--- src/rtl/gray_stream_converter.sv ---
// Two-stage valid/ready pipeline that converts each beat binary->Gray or Gray->binary by its mode bit.
// Optional Gray step-violation checking is enabled by defining GRAY_STEP_CHECK_EN.
module gray_stream_converter #(
  parameter int unsigned N = 4
) (
  input  logic         clk,
  input  logic         rst_n,
  input  logic         in_valid,
  output logic         in_ready,
  input  logic [N-1:0] in_data,
  input  logic         in_mode,
  output logic         out_valid,
  input  logic         out_ready,
  output logic [N-1:0] out_data,
  output logic         out_mode,
  output logic         step_err
);

  function automatic logic [N-1:0] bin2gray(input logic [N-1:0] b);
    logic [N-1:0] g;
    g[N-1] = b[N-1];
    for (int i = 0; i < int'(N) - 1; i++) g[i] = b[i] ^ b[i+1];
    return g;
  endfunction

  // Serial XOR chain from the MSB down; settles within one cycle.
  function automatic logic [N-1:0] gray2bin(input logic [N-1:0] g);
    logic [N-1:0] b;
    b[N-1] = g[N-1];
    for (int i = int'(N) - 2; i >= 0; i--) b[i] = b[i+1] ^ g[i];
    return b;
  endfunction

  logic         a_valid_q, a_valid_d;
  logic [N-1:0] a_data_q,  a_data_d;
  logic         a_mode_q,  a_mode_d;
  logic         a_err_q,   a_err_d;
  logic         out_valid_q, out_valid_d;
  logic [N-1:0] out_data_q,  out_data_d;
  logic         out_mode_q,  out_mode_d;
  logic         step_err_q,  step_err_d;

  logic b_load_c;
  logic in_ready_c;
  logic accept_c;
  logic in_err_c;

  assign b_load_c   = ~out_valid_q | out_ready;
  assign in_ready_c = rst_n & (~a_valid_q | b_load_c);
  assign accept_c   = in_valid & in_ready_c;

`ifdef GRAY_STEP_CHECK_EN
  logic [N-1:0] prev_q;
  logic         prev_vld_q;

  // Flag Gray beats that do not move exactly one bit from the previous Gray beat.
  assign in_err_c = in_mode & prev_vld_q & ~$onehot(in_data ^ prev_q);

  always_ff @(posedge clk or negedge rst_n) begin
    if (!rst_n) begin
      prev_q     <= '0;
      prev_vld_q <= 1'b0;
    end else if (accept_c && in_mode) begin
      prev_q     <= in_data;
      prev_vld_q <= 1'b1;
    end
  end
`else
  assign in_err_c = 1'b0;
`endif

  always_comb begin
    a_valid_d   = a_valid_q;
    a_data_d    = a_data_q;
    a_mode_d    = a_mode_q;
    a_err_d     = a_err_q;
    out_valid_d = out_valid_q;
    out_data_d  = out_data_q;
    out_mode_d  = out_mode_q;
    step_err_d  = step_err_q;

    if (b_load_c) begin
      out_valid_d = a_valid_q;
      if (a_valid_q) begin
        out_data_d = a_mode_q ? gray2bin(a_data_q) : bin2gray(a_data_q);
        out_mode_d = a_mode_q;
        step_err_d = a_err_q;
      end
    end

    if (accept_c) begin
      a_valid_d = 1'b1;
      a_data_d  = in_data;
      a_mode_d  = in_mode;
      a_err_d   = in_err_c;
    end else if (b_load_c) begin
      a_valid_d = 1'b0;
    end
  end

  always_ff @(posedge clk or negedge rst_n) begin
    if (!rst_n) begin
      a_valid_q   <= 1'b0;
      a_data_q    <= '0;
      a_mode_q    <= 1'b0;
      a_err_q     <= 1'b0;
      out_valid_q <= 1'b0;
      out_data_q  <= '0;
      out_mode_q  <= 1'b0;
      step_err_q  <= 1'b0;
    end else begin
      a_valid_q   <= a_valid_d;
      a_data_q    <= a_data_d;
      a_mode_q    <= a_mode_d;
      a_err_q     <= a_err_d;
      out_valid_q <= out_valid_d;
      out_data_q  <= out_data_d;
      out_mode_q  <= out_mode_d;
      step_err_q  <= step_err_d;
    end
  end

  assign in_ready  = in_ready_c;
  assign out_valid = out_valid_q;
  assign out_data  = out_data_q;
  assign out_mode  = out_mode_q;
  assign step_err  = step_err_q;

endmodule
--- config.mk ---
export PLATFORM = sky130hd
export DESIGN_NAME = gray_stream_converter
export DESIGN_NICKNAME = d
export VERILOG_FILES = /design/src/rtl/gray_stream_converter.sv
export SDC_FILE = /design/constraint.sdc
export NUM_CORES = 1
export LEC_CHECK = 0
export ABC_AREA = 0
export CORE_MARGIN = 2
export CORE_UTILIZATION = 40
export DETAILED_ROUTE_END_ITERATION = 8
export HOLD_SLACK_MARGIN = 0.12
export PLACE_DENSITY = 0.79
export SYNTH_ARGS = -nofsm -noshare
export SYNTH_HDL_FRONTEND = slang
export SYNTH_SLANG_ARGS = --single-unit
--- constraint.sdc ---
create_clock -name clk -period 1.5 [get_ports clk]
set_input_delay 0.3 -clock clk [delete_from_list [all_inputs] [get_ports clk]]
set_output_delay 0.3 -clock clk [all_outputs]
set_load 0.005 [all_outputs]
== After elaboration in Yosys (flattened, before gate mapping) ==
Cells that the tools add are included.
Storage, ports and cells
  register bits: 12
  input port bits: 9
  output and inout port bits: 8
  logic and storage cells: 22
Cells by class
  mux-type cells: 3
  bitwise logic cells: 11
  reductions and logical operators: 2
Operator list (number)
  $xor 1x1->1: 5
  $and 1x1->1: 2
  $mux 1: 2
  $mux 2: 1
  $not 1->1: 2
  $or 1x1->1: 2
  $reduce_and 2->1: 1
  $reduce_bool 2->1: 1

== Depth between registers and ports, before layout ==
  depth after elaboration: 6
  gate-level depth with buffers: 3
  mapped depth without buffers: 3

== Least setup slack after synthesis ==
OpenSTA, ideal clock, no wires.
  kind: register to register
  start: register out_valid_q (netlist: out_valid)
  end: register a_data_q[0]
  data arrival time: 1022 ps
  data required time: 1375 ps
  path slack: 354 ps
  stages on the path, launching flop included: 4
  path buffers: 0
  period minus slack after synthesis: 1146 ps
  cells stage by stage: dfrtp_1 -> nand3b_1 -> nor2b_4 -> mux2_2
On the way
  longest elaborated chain between the ends: 5
Ends and longest elaborated chain
  from (decl): line 38  | logic out_valid_q, out_valid_d;
  from (signal assigned): line 116  | out_valid_q <= out_valid_d;
  $not 1->1: line 48  | assign b_load_c = ~out_valid_q | out_ready;
  $or 1x1->1: line 48
  $or 1x1->1: line 49  | assign in_ready_c = rst_n & (~a_valid_q | b_load_c);
  $and 1x1->1: line 49
  $and 1x1->1: line 50  | assign accept_c = in_valid & in_ready_c;
  to (signal assigned): line 113  | a_data_q <= a_data_d;
  to (decl): line 35  | logic [N-1:0] a_data_q, a_data_d;
Every way passes these cells.
A chain may end at the register's enable or synchronous reset.

== Worst setup path in the final report ==
  start: input port rst_n
  end: output port in_ready
On the way
  longest elaborated chain between the ends: 1
Ends and longest elaborated chain
  from (decl): line 7  | input logic rst_n,
  $and 1x1->1: line 49
  to (decl): line 9  | output logic in_ready,
Every way passes these cells.

==> out/results.env <==
HOLD_BUFFERS=0
GLOBALROUTEMET1UTIL_PCT=17.2
FINAL_SETUP_SLACK_OF_THE_WORST_PATH_NS=0.0489
MAX_CLOCK_FREQ_GHz=0.689
REQUIRED_NS=1.20
ANT_NETS=0
CORE.ROWCOUNT=13
WORSTSETUPPATHTYPE='in2out'
IOS=17
SEQPWRFRAC_PCT=44.7
SYNTH_AREA_LEADER_CELL='sky130_fd_sc_hd__dfrtp_1'
MULTI_INPUT_AREA_SQ_UM=224
YS_SEQ_AREA_SHARE_PCT=56.5
YOSYS-TOP-CELLS-COUNT='sky130_fd_sc_hd__dfrtp_1 (12), sky130_fd_sc_hd__mux2_2 (9), sky130_fd_sc_hd__nand2_1 (4)'
FINAL.FILL_COUNT=100
DIE_HEIGHT_UM=40.5
LEAKAGEPOWER_nW=0.352
MAX_CAP_VIOL_COUNT=0
SYNTHCELLS=40
NUMBER_OF_DRC_VIOLATIONS_AFTER_DETAILED_ROUTING=0
STDCELL_AREA_SQ_UM=774
DETAILEDPLACEMENTHPWL_UM=690
POWER_DENSITY_OF_THE_PLACED_CELLS_mW_PER_MM2=1330
YOSYS-TOP-CELLS-AREA='sky130_fd_sc_hd__dfrtp_1 (56%), sky130_fd_sc_hd__mux2_2 (19%), sky130_fd_sc_hd__xor2_1 (4.9%)'
IR_DROP_mV=0.744
P_INT_mW=0.781
CP-START-KIND='input pin'
GRT_MAX_DEGREE=12
POST-SYNTH-TOP-AREA-FRACTION_PCT=56.5
DIEWIDTH_UM=40.5
DRT_ITER0_MARKERS=1
FLOORPLAN.INITIALDENSITY_PCT=41.9
POST_SYNTH_INSTANCE_AREA_SQ_UM=532
KIND_OF_PATH_BEHIND_THE_TIGHTEST_HOLD_CHECK='in2async'
SYNTH-MAIN-FF-CELL='sky130_fd_sc_hd__dfrtp_1'
ASYNC_FLOP_SHARE_PCT=100
GRT_MOST_USED_LAYER='met2'
SYNTH.DISTINCT_CELLS=15
NUMBER_OF_GLOBAL_ROUTE_VIAS_BEFORE_REPAIR=340
CRITPATHMAXFANOUT=3
POWER_SWITCHING_mW=0.247
MAPPEDNETLISTNETS=49
TIMING.REG2REG.SETUP_SLACK_NS=0.12
WORSTREG2REGEND='a_mode_q'
CLOCK_SINKS=12
CTS.HTREE.LEVELS=1
DETAILED_PLACE.AREA_SQ_UM=731
WORST_R2R_PATH_DEPTH=5
POST_DRT_WL_PER_CELL_UM=11.0
CLK_PIN_SLEW_NS=0.07
YOSYS_REGISTER_BITS=12
NUMBER_OF_ITERATIONS_IN_THE_FIRST_DETAILED_ROUTING_PASS=2
DRIVE_ABOVE_1_SHARE_PCT=34.4
SYNTH.AVG_CELL_AREA_SQ_UM=13.3
GRT_SETUP_UNREPAIRED='no'
NUM-NETS-FINAL=74
SYN_TO_LAYOUT_AREA_DELTA_PCT=45.6
DETAILEDPLACE.WORSTSLACK_NS=-0.313
PLACEMENT.IO_BUFFERS=15
FINALSETUPVIOLATIONS=0
FIN_CRIT_NS=1.45
CLOCKPOWERSHARE_PCT=23.9
CTS_INSERTED_BUFFERS=3
USE_MET3_PCT=5.00
TIMING.FINAL.MAX_SLEW_VIOLATIONS=0
WORSTREG2REGSTART='a_valid_q'
STANDARD_CELL_CORE_AREA_SQ_MM=0.00127
DIE_AREA_SQ_MM=0.00164
CRITPATHCAPTURETYPE='output port'
COMB_POWER_SHARE_PCT=31.4
NUMBER_OF_ANTENNA_VIOLATIONS_AT_THE_FIRST_CHECK_IN_GLOBAL_ROUTING=0
LAYOUT_SKEW_NS=0.00204
STATUS='finished clean'
FF_LATCH_AREA_SQ_UM=300
TOTALWIRELENGTH_UM=868
CTS_BUFFER_DEPTH=2
CLOCKROOTBUFFER='sky130_fd_sc_hd__clkbuf_4'
SYNTH_MOST_COMMON_CELL='sky130_fd_sc_hd__dfrtp_1'
SHARE_OF_TOTAL_POWER_CONSUMED_BY_NET_SWITCHING_PCT=24.0
NUMBER_OF_WARNINGS_PRINTED_DURING_YOSYS_SYNTHESIS=0
FINAL-HOLD-VIOLATION-COUNT=0
SYNTH-EDFF-COUNT=0
DRT-VIAS-PER-INSTANCE=4.80
FINAL_PERIOD_UTILIZATION_PCT=96.7
CLOCK_LATENCY_NS=0.26
PLACE_CONGESTION=0.698
ANTENNA_CELLS=0
CRITICAL_PATH.STARTPOINT='rst_n'
GLOBAL_ROUTE.USAGE.TOTAL_PCT=13.6
MET2_TRACK_UTILIZATION_FROM_GLOBAL_ROUTING_PCT=19.8
NUM_VIAS=379
CTS_TREE='yes'
GRT_FIRST_PASS_WIRELENGTH_UM=1400
TIMING.CRITICAL_PATH.ARRIVAL_NS=1.15
GR-TOTAL-OVERFLOW=0
## how the worst max path moves through the flow
stage	to	slack (ns)
floorplan	a_data_q[0]	0.35
global placement	in_ready	-0.32
detailed placement	in_ready	-0.31
CTS	in_ready	0.04
global route	out_valid	0.007
finish	in_ready	0.05
## metrics by stage
step,setup TNS [ns],power (mW),hold WS (ns),utilization [%],instances
after floorplan,0,0.609,0.00441,-,40
after global placement,-1.51,0.783,0.489,57.6,74
after detailed placement,-1.63,0.796,0.493,57.6,74
after CTS,0,1.04,0.369,61.0,79
after global routing,0,1.10,0.369,61.0,79
final,0,1.03,0.367,61.0,79
## kinds of logic after synthesis
kind of cell | after synthesis | share of synthesized area (%)
other | 1 | 0.705
xor gates and xnor gates | 4 | 6.59
muxes | 9 | 19.1
DFF | 12 | 56.5
buffers and inverters | 1 | 1.41
and+or+nand+nor | 10 | 11.5
AOI/OAI and AO/OA | 3 | 4.23
## layout by cell type (no fill, tap or decap)
cell and n:
sky130_fd_sc_hd__nor2b_4 1, sky130_fd_sc_hd__and2_1 1, sky130_fd_sc_hd__a21bo_2 1, sky130_fd_sc_hd__nand2b_1 2, sky130_fd_sc_hd__buf_4 6, sky130_fd_sc_hd__nand3b_1 1
sky130_fd_sc_hd__a21oi_1 1, sky130_fd_sc_hd__clkdlybuf4s50_1 13, sky130_fd_sc_hd__xor2_1 3, sky130_fd_sc_hd__xnor2_1 1, sky130_fd_sc_hd__conb_1 1, sky130_fd_sc_hd__dlygate4sd2_1 1
sky130_fd_sc_hd__dfrtp_1 12, sky130_fd_sc_hd__clkbuf_4 3, sky130_fd_sc_hd__clkbuf_8 1, sky130_fd_sc_hd__clkdlybuf4s15_2 1, sky130_fd_sc_hd__o31ai_1 1, sky130_fd_sc_hd__and3_1 1
sky130_fd_sc_hd__nand2_1 4, sky130_fd_sc_hd__mux2_2 9
## power groups by stage
| stage | clock network, mW | registers, mW | logic [mW] |
|---|---|---|---|
| after floorplan | 0 | 0.466 | 0.143 |
| after global placement | 0 | 0.464 | 0.319 |
| after detailed placement | 0 | 0.469 | 0.326 |
| after CTS | 0.252 | 0.462 | 0.328 |
| after global routing | 0.267 | 0.473 | 0.360 |
| final | 0.246 | 0.460 | 0.323 |
## registers in the layout, summed over array words and instances (netlist names)
name	count
out_mode	1
out_valid	1
a_valid_q	1
a_data_q	4
a_mode_q	1
out_data	4
## what timing repair did
action	4_1_cts	5_1_grt
resized for setup	4	0
endpoints found under the setup margin	1	0
endpoints found under the hold margin	0	0
buffers inserted	1	0
## final cells by class
cell class | count | share of cell area [%]
Sequential cell | 12 | 38.8
Multi-Input combinational cell | 27 | 28.9
Timing Repair Buffer | 21 | 25.2
Clock buffer | 4 | 4.68
Tap cell | 15 | 2.42
## metal layers
metal | vias up | share of wire, %
li1 | 185 | -
met3 | 2 | 5.6
met1 | 182 | 42
met5 | - | 0
met4 | 0 | 1.8
met2 | 10 | 50
## worst max-delay path: stages
cell	delay, ns
sky130_fd_sc_hd__clkdlybuf4s50_1	0.52
sky130_fd_sc_hd__and2_1	0.14
sky130_fd_sc_hd__clkdlybuf4s15_2	0.20
No activity file was read; power rests on OpenSTA's default activity.
